--- config.mk ---
export PLATFORM = sky130hd
export DESIGN_NAME = dgt_scan_ctrl_flat
export DESIGN_NICKNAME = d
export VERILOG_FILES = /design/src/rtl/dgt_scan_ctrl_pkg.sv /design/src/rtl/dgt_scan_ctrl_if.sv /design/src/rtl/seg7_hex_decode.sv /design/src/rtl/dgt_scan_ctrl.sv /design/src/flat_wrapper.sv
export SDC_FILE = /design/constraint.sdc
export NUM_CORES = 1
export LEC_CHECK = 0
export CAP_MARGIN = 20
export CORE_MARGIN = 4
export CORE_UTILIZATION = 38
export DETAILED_ROUTE_END_ITERATION = 7
export DONT_BUFFER_PORTS = 1
export GPL_TIMING_DRIVEN = 0
export HOLD_SLACK_MARGIN = 0.03
export PLACE_DENSITY_LB_ADDON = 0.3
export SYNTH_ARGS = -nofsm -noshare
export SYNTH_HDL_FRONTEND = slang
export SYNTH_SLANG_ARGS = --single-unit
--- constraint.sdc ---
create_clock -name clk -period 3.75 [get_ports clk]
set_clock_uncertainty 0.15 [all_clocks]
set_input_delay 0.375 -clock clk [delete_from_list [all_inputs] [get_ports clk]]
set_output_delay 0.375 -clock clk [all_outputs]
set_load 0.01 [all_outputs]
--- src/rtl/dgt_scan_ctrl_pkg.sv ---
// Shared constants for the seven-segment scan controller: register map,
// CTRL bit layout and the active-low hex glyph table.
package dgt_scan_ctrl_pkg;

    localparam logic [31:0] OFF_CTRL   = 32'h0;
    localparam logic [31:0] OFF_DATA   = 32'h4;
    localparam logic [31:0] OFF_MASK   = 32'h8;
    localparam logic [31:0] OFF_STATUS = 32'hC;

    localparam int unsigned CTRL_EN     = 0;
    localparam int unsigned CTRL_SIGNED = 1;
    localparam int unsigned CTRL_LZB    = 2;
    localparam int unsigned STATUS_TOG  = 8;

    localparam logic [7:0] SEG_BLANK = 8'hFF;
    localparam logic [7:0] SEG_MINUS = 8'hFE;

    // Field order mirrors the CTRL bit positions above (en is bit 0).
    typedef struct packed {
        logic lzb;
        logic sgn;
        logic en;
    } ctrl_t;

    localparam ctrl_t CTRL_RESET = '{lzb: 1'b0, sgn: 1'b1, en: 1'b1};

    localparam logic [7:0] HEX_GLYPH [16] = '{
        8'h81, 8'hCF, 8'h92, 8'h86, 8'hCC, 8'hA4, 8'hA0, 8'h8F,
        8'h80, 8'h84, 8'h88, 8'hE0, 8'hB1, 8'hC2, 8'hB0, 8'hB8
    };

    function automatic logic [7:0] hex_glyph(input logic [3:0] n);
        return HEX_GLYPH[n];
    endfunction

endpackage

--- src/rtl/dgt_scan_ctrl_if.sv ---
// CPU data-bus port of the scan controller: byte address, write data/strobe
// and combinational read data.
interface dgt_scan_ctrl_if;
    logic [31:0] addr;
    logic [31:0] datain;
    logic        We;
    logic [31:0] dataout;

    modport master (
        output addr,
        output datain,
        output We,
        input  dataout
    );

    modport slave (
        input  addr,
        input  datain,
        input  We,
        output dataout
    );
endinterface

--- src/rtl/seg7_hex_decode.sv ---
// Nibble to active-low seven-segment glyph (bit7 = dp), purely combinational.
module seg7_hex_decode
    import dgt_scan_ctrl_pkg::*;
(
    input  logic [3:0] nibble,
    output logic [7:0] glyph
);
    always_comb begin
        glyph = hex_glyph(nibble);
    end
endmodule

--- src/rtl/dgt_scan_ctrl.sv ---
// Memory-mapped multiplexed seven-segment controller. The display is driven
// only from shadow copies of CTRL/DATA/MASK that refresh on each frame wrap.
module dgt_scan_ctrl
    import dgt_scan_ctrl_pkg::*;
#(
    parameter int unsigned NUM_DIGITS  = 8,
    parameter int unsigned SCAN_PRESET = 100000,
    parameter logic [31:0] BASE_ADDR   = 32'h00007f30
) (
    input  logic                  clk,
    input  logic                  reset,
    dgt_scan_ctrl_if.slave        bus,
    output logic [7:0]            seg,
    output logic [NUM_DIGITS-1:0] sel,
    output logic [7:0]            sign_seg
);

    localparam int unsigned      CNT_W    = (SCAN_PRESET > 1) ? $clog2(SCAN_PRESET) : 1;
    localparam logic [CNT_W-1:0] CNT_LOAD = CNT_W'(SCAN_PRESET - 1);
    localparam logic [2:0]       DIG_LAST = 3'(NUM_DIGITS - 1);

    localparam logic [31:0] ADDR_CTRL   = BASE_ADDR + OFF_CTRL;
    localparam logic [31:0] ADDR_DATA   = BASE_ADDR + OFF_DATA;
    localparam logic [31:0] ADDR_MASK   = BASE_ADDR + OFF_MASK;
    localparam logic [31:0] ADDR_STATUS = BASE_ADDR + OFF_STATUS;

    // Software-visible registers
    ctrl_t                 ctrl_q;
    logic [31:0]           data_q;
    logic [NUM_DIGITS-1:0] mask_q;

    // Frame-synchronous shadows
    ctrl_t                 sh_ctrl;
    logic [31:0]           sh_data;
    logic [NUM_DIGITS-1:0] sh_mask;

    // Scan state
    logic [CNT_W-1:0] cnt;
    logic [2:0]       dig;
    logic             frame_tog;
    logic             tick;
    logic             wrap;

    // Write decode
    logic wr_ctrl;
    logic wr_data;
    logic wr_mask;

    // Value formation
    logic        neg;
    logic [31:0] mag;
    logic [3:0]  nibble;
    logic [7:0]  glyph;
    logic        upper_nz;
    logic        lz_blank;

    always_comb begin
        wr_ctrl = bus.We && (bus.addr == ADDR_CTRL);
        wr_data = bus.We && (bus.addr == ADDR_DATA);
        wr_mask = bus.We && (bus.addr == ADDR_MASK);
    end

    always_ff @(posedge clk) begin
        if (reset) begin
            ctrl_q <= CTRL_RESET;
            data_q <= '0;
            mask_q <= '1;
        end else begin
            if (wr_ctrl) begin
                ctrl_q <= ctrl_t'(bus.datain[CTRL_LZB:CTRL_EN]);
            end
            if (wr_data) begin
                data_q <= bus.datain;
            end
            if (wr_mask) begin
                mask_q <= bus.datain[NUM_DIGITS-1:0];
            end
        end
    end

    always_comb begin
        tick = (cnt == '0);
        wrap = tick && (dig == DIG_LAST);
    end

    // Counter keeps running regardless of EN so frame timing never slips.
    always_ff @(posedge clk) begin
        if (reset) begin
            cnt       <= CNT_LOAD;
            dig       <= '0;
            frame_tog <= 1'b0;
        end else if (tick) begin
            cnt <= CNT_LOAD;
            if (wrap) begin
                dig       <= '0;
                frame_tog <= ~frame_tog;
            end else begin
                dig <= dig + 3'd1;
            end
        end else begin
            cnt <= cnt - CNT_W'(1);
        end
    end

    // A write on the wrap edge lands in the register; the shadow takes the old value.
    always_ff @(posedge clk) begin
        if (reset) begin
            sh_ctrl <= CTRL_RESET;
            sh_data <= '0;
            sh_mask <= '1;
        end else if (wrap) begin
            sh_ctrl <= ctrl_q;
            sh_data <= data_q;
            sh_mask <= mask_q;
        end
    end

    always_comb begin
        bus.dataout = '0;
        unique case (bus.addr)
            ADDR_CTRL:   bus.dataout[CTRL_LZB:CTRL_EN] = ctrl_q;
            ADDR_DATA:   bus.dataout = data_q;
            ADDR_MASK:   bus.dataout[NUM_DIGITS-1:0] = mask_q;
            ADDR_STATUS: begin
                bus.dataout[2:0]        = dig;
                bus.dataout[STATUS_TOG] = frame_tog;
            end
            default:     bus.dataout = '0;
        endcase
    end

    always_comb begin
        neg    = sh_ctrl.sgn && sh_data[31];
        mag    = neg ? (~sh_data + 32'd1) : sh_data;
        nibble = mag[{dig, 2'b00} +: 4];
    end

    // Digit d is leading-zero blank when it and every digit above it is zero.
    always_comb begin
        upper_nz = 1'b0;
        for (int unsigned i = 0; i < NUM_DIGITS; i++) begin
            if ((i >= 32'(dig)) && (mag[4*i +: 4] != 4'h0)) begin
                upper_nz = 1'b1;
            end
        end
        lz_blank = sh_ctrl.lzb && (dig != 3'd0) && !upper_nz;
    end

    seg7_hex_decode u_dec (
        .nibble (nibble),
        .glyph  (glyph)
    );

    always_comb begin
        sel      = '0;
        seg      = SEG_BLANK;
        sign_seg = SEG_BLANK;
        if (sh_ctrl.en) begin
            for (int unsigned i = 0; i < NUM_DIGITS; i++) begin
                sel[i] = (32'(dig) == i);
            end
            sign_seg = neg ? SEG_MINUS : SEG_BLANK;
            if (sh_mask[dig] && !lz_blank) begin
                seg = glyph;
            end
        end
    end

endmodule

--- src/flat_wrapper.sv ---
// flat-port wrapper written by rule: the top's interface ports become plain ports
module dgt_scan_ctrl_flat import dgt_scan_ctrl_pkg::*;
#(
    parameter int unsigned NUM_DIGITS  = 8,
    parameter int unsigned SCAN_PRESET = 100000,
    parameter logic [31:0] BASE_ADDR   = 32'h00007f30
)
  (clk, reset, seg, sel, sign_seg, bus_addr, bus_datain, bus_We, bus_dataout);
  dgt_scan_ctrl_if bus_i ();
  input  logic clk;
  input  logic reset;
  output logic [7:0] seg;
  output logic [NUM_DIGITS-1:0] sel;
  output logic [7:0] sign_seg;
  input wire logic [$bits(bus_i.addr)-1:0] bus_addr;
  input wire logic [$bits(bus_i.datain)-1:0] bus_datain;
  input wire logic [$bits(bus_i.We)-1:0] bus_We;
  output wire logic [$bits(bus_i.dataout)-1:0] bus_dataout;
  assign bus_i.addr = bus_addr;
  assign bus_i.datain = bus_datain;
  assign bus_i.We = bus_We;
  assign bus_dataout = bus_i.dataout;
  dgt_scan_ctrl #(.NUM_DIGITS(NUM_DIGITS), .SCAN_PRESET(SCAN_PRESET), .BASE_ADDR(BASE_ADDR)) u_core (.clk(clk), .reset(reset), .bus(bus_i), .seg(seg), .sel(sel), .sign_seg(sign_seg));
endmodule
==> results.sh <==
export IMPL_syn_area_per_cell_um2=7.618
export IMPL_grt_use_total_pct=19.93
export IMPL_synth_top_family_by_area="simple AND/OR/NAND/NOR gates"
export IMPL_antenna_left=0
export IMPL_combPwrFrac_pct=3.4
export IMPL_yosys_area_share_simple_pct=32.34
export IMPL_layout_drive_gt1_share_pct=16.34
export IMPL_synthTopCellsByArea="dfxtp_1 33%, nand2_1 13%, a21oi_1 6.2%"
export IMPL_seqPwrFrac_pct=53.4
export IMPL_power_leakage_nw=2.954
export IMPL_io_pins=123
export IMPL_grt_overflow_total=0
export IMPL_rows=47
export IMPL_via_per_inst=5.611
export IMPL_slew_limit_headroom_pct=49.46
export IMPL_top_layer="met4"
export IMPL_synth_largest_area_cell="dfxtp_1"
export IMPL_fin_crit_ns=4.049
export IMPL_critPathLaunchType="register"
export IMPL_power_density_mw_per_mm2=268.7
export IMPL_ir_worst_vdd_mv=0.2912
export IMPL_worstPathArrival_ns=3.52
export IMPL_grt_max_degree=21
export IMPL_initial_core_util_pct=38.86
export IMPL_p_switching_mw=0.4880
export IMPL_ys_flop_type="dfxtp_1"
export IMPL_cts_buffer_depth=2
export IMPL_diodes=0
export IMPL_period_share_pct=108.0
export IMPL_drt_pass1_iterations=5
export IMPL_async_reset_ff_share_pct=0
export IMPL_sw_frac_of_total_pct=22.91
export IMPL_wire_per_inst_um=17.55
export IMPL_numCtsBuffers=9
export IMPL_synth_edf_count=0
export IMPL_hold_worst_slack_ns=0.05234
export IMPL_synth_most_common_cell="nand2_1"
export IMPL_synth_common_cells="215 x nand2_1, 107 x dfxtp_1, 80 x a21oi_1, 55 x clkbuf_1, 36 x nor2_1"
export IMPL_finish_instance_area_mm2=0.007928
export IMPL_port_buffers=0
export IMPL_hold_viol=0
export IMPL_antenna_found_initial=0
export IMPL_synth_fa_ha_area_share_pct=2.136
export IMPL_cts_root_buf="clkbuf_16"
export IMPL_fp_dieH_um=138.2
export IMPL_worstSetupPathType="register to output pin"
export IMPL_synth_mux_area_share_pct=2.660
export IMPL_setup_tns_final_ns=-1.750
export IMPL_area_growth_pct=23.01
export IMPL_hp_class="input pin to register"
export IMPL_place_congestion=0.9390
export IMPL_clock_sinks=107
export IMPL_violations="setup timing"
export IMPL_drc=0
export IMPL_worstMarginPinSlew_ns=0.7581
export IMPL_placed_area_mm2=0.006763
export IMPL_die_w_um=138.2
export IMPL_grt_pass1_wl_um=31710
export IMPL_vias=6352
export IMPL_setup_viol=7
export IMPL_cts_tree="done"
export IMPL_first_iter_violations=400
export IMPL_fillers=1679
export IMPL_yosys_warnings=0
export IMPL_cp_end_kind="output pin"
export IMPL_grt_pass1_vias=5930
export IMPL_synth_cell_types=82
export IMPL_dpl_hpwl_um=14600
export IMPL_status="finished with violations"
export IMPL_finalWorstSetupSlack_ns=-0.2995
export IMPL_dieArea_mm2=0.01911
export IMPL_clkPwrFrac_pct=43.2
export IMPL_synth_seq_cells=107
export IMPL_clk_pin_slew_ns=0.07
export IMPL_synth_compound_area_share_pct=18.83
export IMPL_worst_path_max_fanout=4
export IMPL_met3WireLength_um=1134
export IMPL_nets=985
export IMPL_core_mm2=0.01658
export IMPL_netlist_area_leader_share_pct=33.24
export IMPL_cp_required_ns=3.22
export IMPL_synth_xor_area_share_pct=4.756
export IMPL_p_int_mw=1.642
export IMPL_synth_area_mm2=0.006445
export IMPL_fmax_mhz=246.9
export IMPL_synthCells=846
export IMPL_rsz0062_at_grt="yes"
export IMPL_finalMaxSlewViolations=0
export IMPL_m1WireLength_um=9126
export IMPL_htreeDepth=3
export IMPL_cap_violations=0
export IMPL_fin_util_pct=47.80
export IMPL_drt_total_wl_um=19870
export IMPL_wl_met2_um=8992
export IMPL_insertion_delay_ns=0.35
export IMPL_ys_seq_area_share_pct=33.24
[power groups by stage]
stage	clock (mW)	combinational [mW]	sequential, mW
floorplan	0	0.0339	1.17
global placement	0	0.0440	1.17
detailed placement	0	0.0438	1.17
CTS	0.945	0.0717	1.14
global route	0.993	0.0797	1.14
finish	0.920	0.0723	1.14
[final cells by class]
cell class | instances | area [um^2] | share of cell area [%]
multi-input combinational | 658 | 4350 | 54.88
sequential | 107 | 2157 | 27.21
timing repair buffer | 53 | 486.7 | 6.140
buffer | 64 | 312.8 | 3.946
tap | 220 | 275.3 | 3.472
clock buffer | 9 | 225.2 | 2.841
clock inverter | 7 | 67.56 | 0.8523
inverter | 14 | 52.55 | 0.6629
[flip-flops by register name, summed over array words and instances, names as in the netlist]
register          cells
u_core.data_q        32
u_core.sh_data       32
u_core.cnt           17
u_core.mask_q         8
u_core.sh_mask        8
u_core.ctrl_q         3
u_core.dig            3
u_core.sh_ctrl        3
u_core.frame_tog      1
[placed cells by master, fill, tap and decap left out, types with 7 or more instances in the layout]
cell type	Yosys	routed
nor4_1	15	9
a21oi_1	80	79
conb_1	1	8
dfxtp_1	107	99
clkbuf_16	0	9
and2_1	34	32
nor2_1	36	36
o21ai_0	10	10
nor3_1	16	15
nand2_1	215	214
inv_1	14	9
nand3b_1	24	24
clkbuf_1	55	39
xor2_1	18	16
mux2i_1	7	7
dlygate4sd3_1	0	31
xnor2_1	17	16
and3_1	11	11
buf_4	8	28
buf_2	7	7
[critical path: stages (launching register included)]
cell	delay [ns]
dfxtp_2	0.32
or4_4	0.57
or3_4	0.44
o41ai_4	0.26
mux2_4	0.35
a2111oi_4	0.22
a311oi_2	0.11
ha_2	0.24
a21boi_4	0.14
o21bai_1	0.17
a221o_1	0.35
[per-stage QoR]
stage | std cells | power (mW) | worst slack (ns)
finish | 1132 | 2.130 | -0.2995
floorplan | 853 | 1.200 | -0.09519
global route | 1132 | 2.211 | -0.4199
detailed placement | 1073 | 1.210 | -0.7668
CTS | 1131 | 2.155 | -0.3894
global placement | 1073 | 1.210 | -0.7509
[per-layer routing]
layer | up-vias | GRT usage (%)
met4 | 0 | 8.060
met5 | - | 0
met1 | 3030 | 27.53
met2 | 208 | 30.91
met3 | 41 | 3.557
li1 | 3073 | -
[cells by family after synthesis]
kind of cell | after synthesis
adder cells (fa/ha/maj) | 11
flip-flops | 107
XOR/XNOR | 35
AO/OA/AOI/OAI | 175
AND/OR/NAND/NOR | 416
other | 1
multiplexers | 13
buffers and inverters | 88
[path summary, 6_finish.rpt]
check,end,cells after the start,start,slack (ns)
setup / recovery,seg[1],10,u_core.sh_data[5],-0.30
hold / removal,u_core.data_q[23],2,bus_datain[23],0.05
setup reg to reg,u_core.sh_data[15],11,u_core.cnt[0],0.34
hold reg to reg,u_core.cnt[0],1,u_core.cnt[0],0.25
[timing repair]
action	CTS	global route
pin swaps	32	22
cloned	0	0
hold buffers	31	0
buffers inserted	18	4
setup endpoints to repair	7	47
hold endpoints to repair	40	0
gates resized for setup	72	39
(Power assumes the default switching activity.)
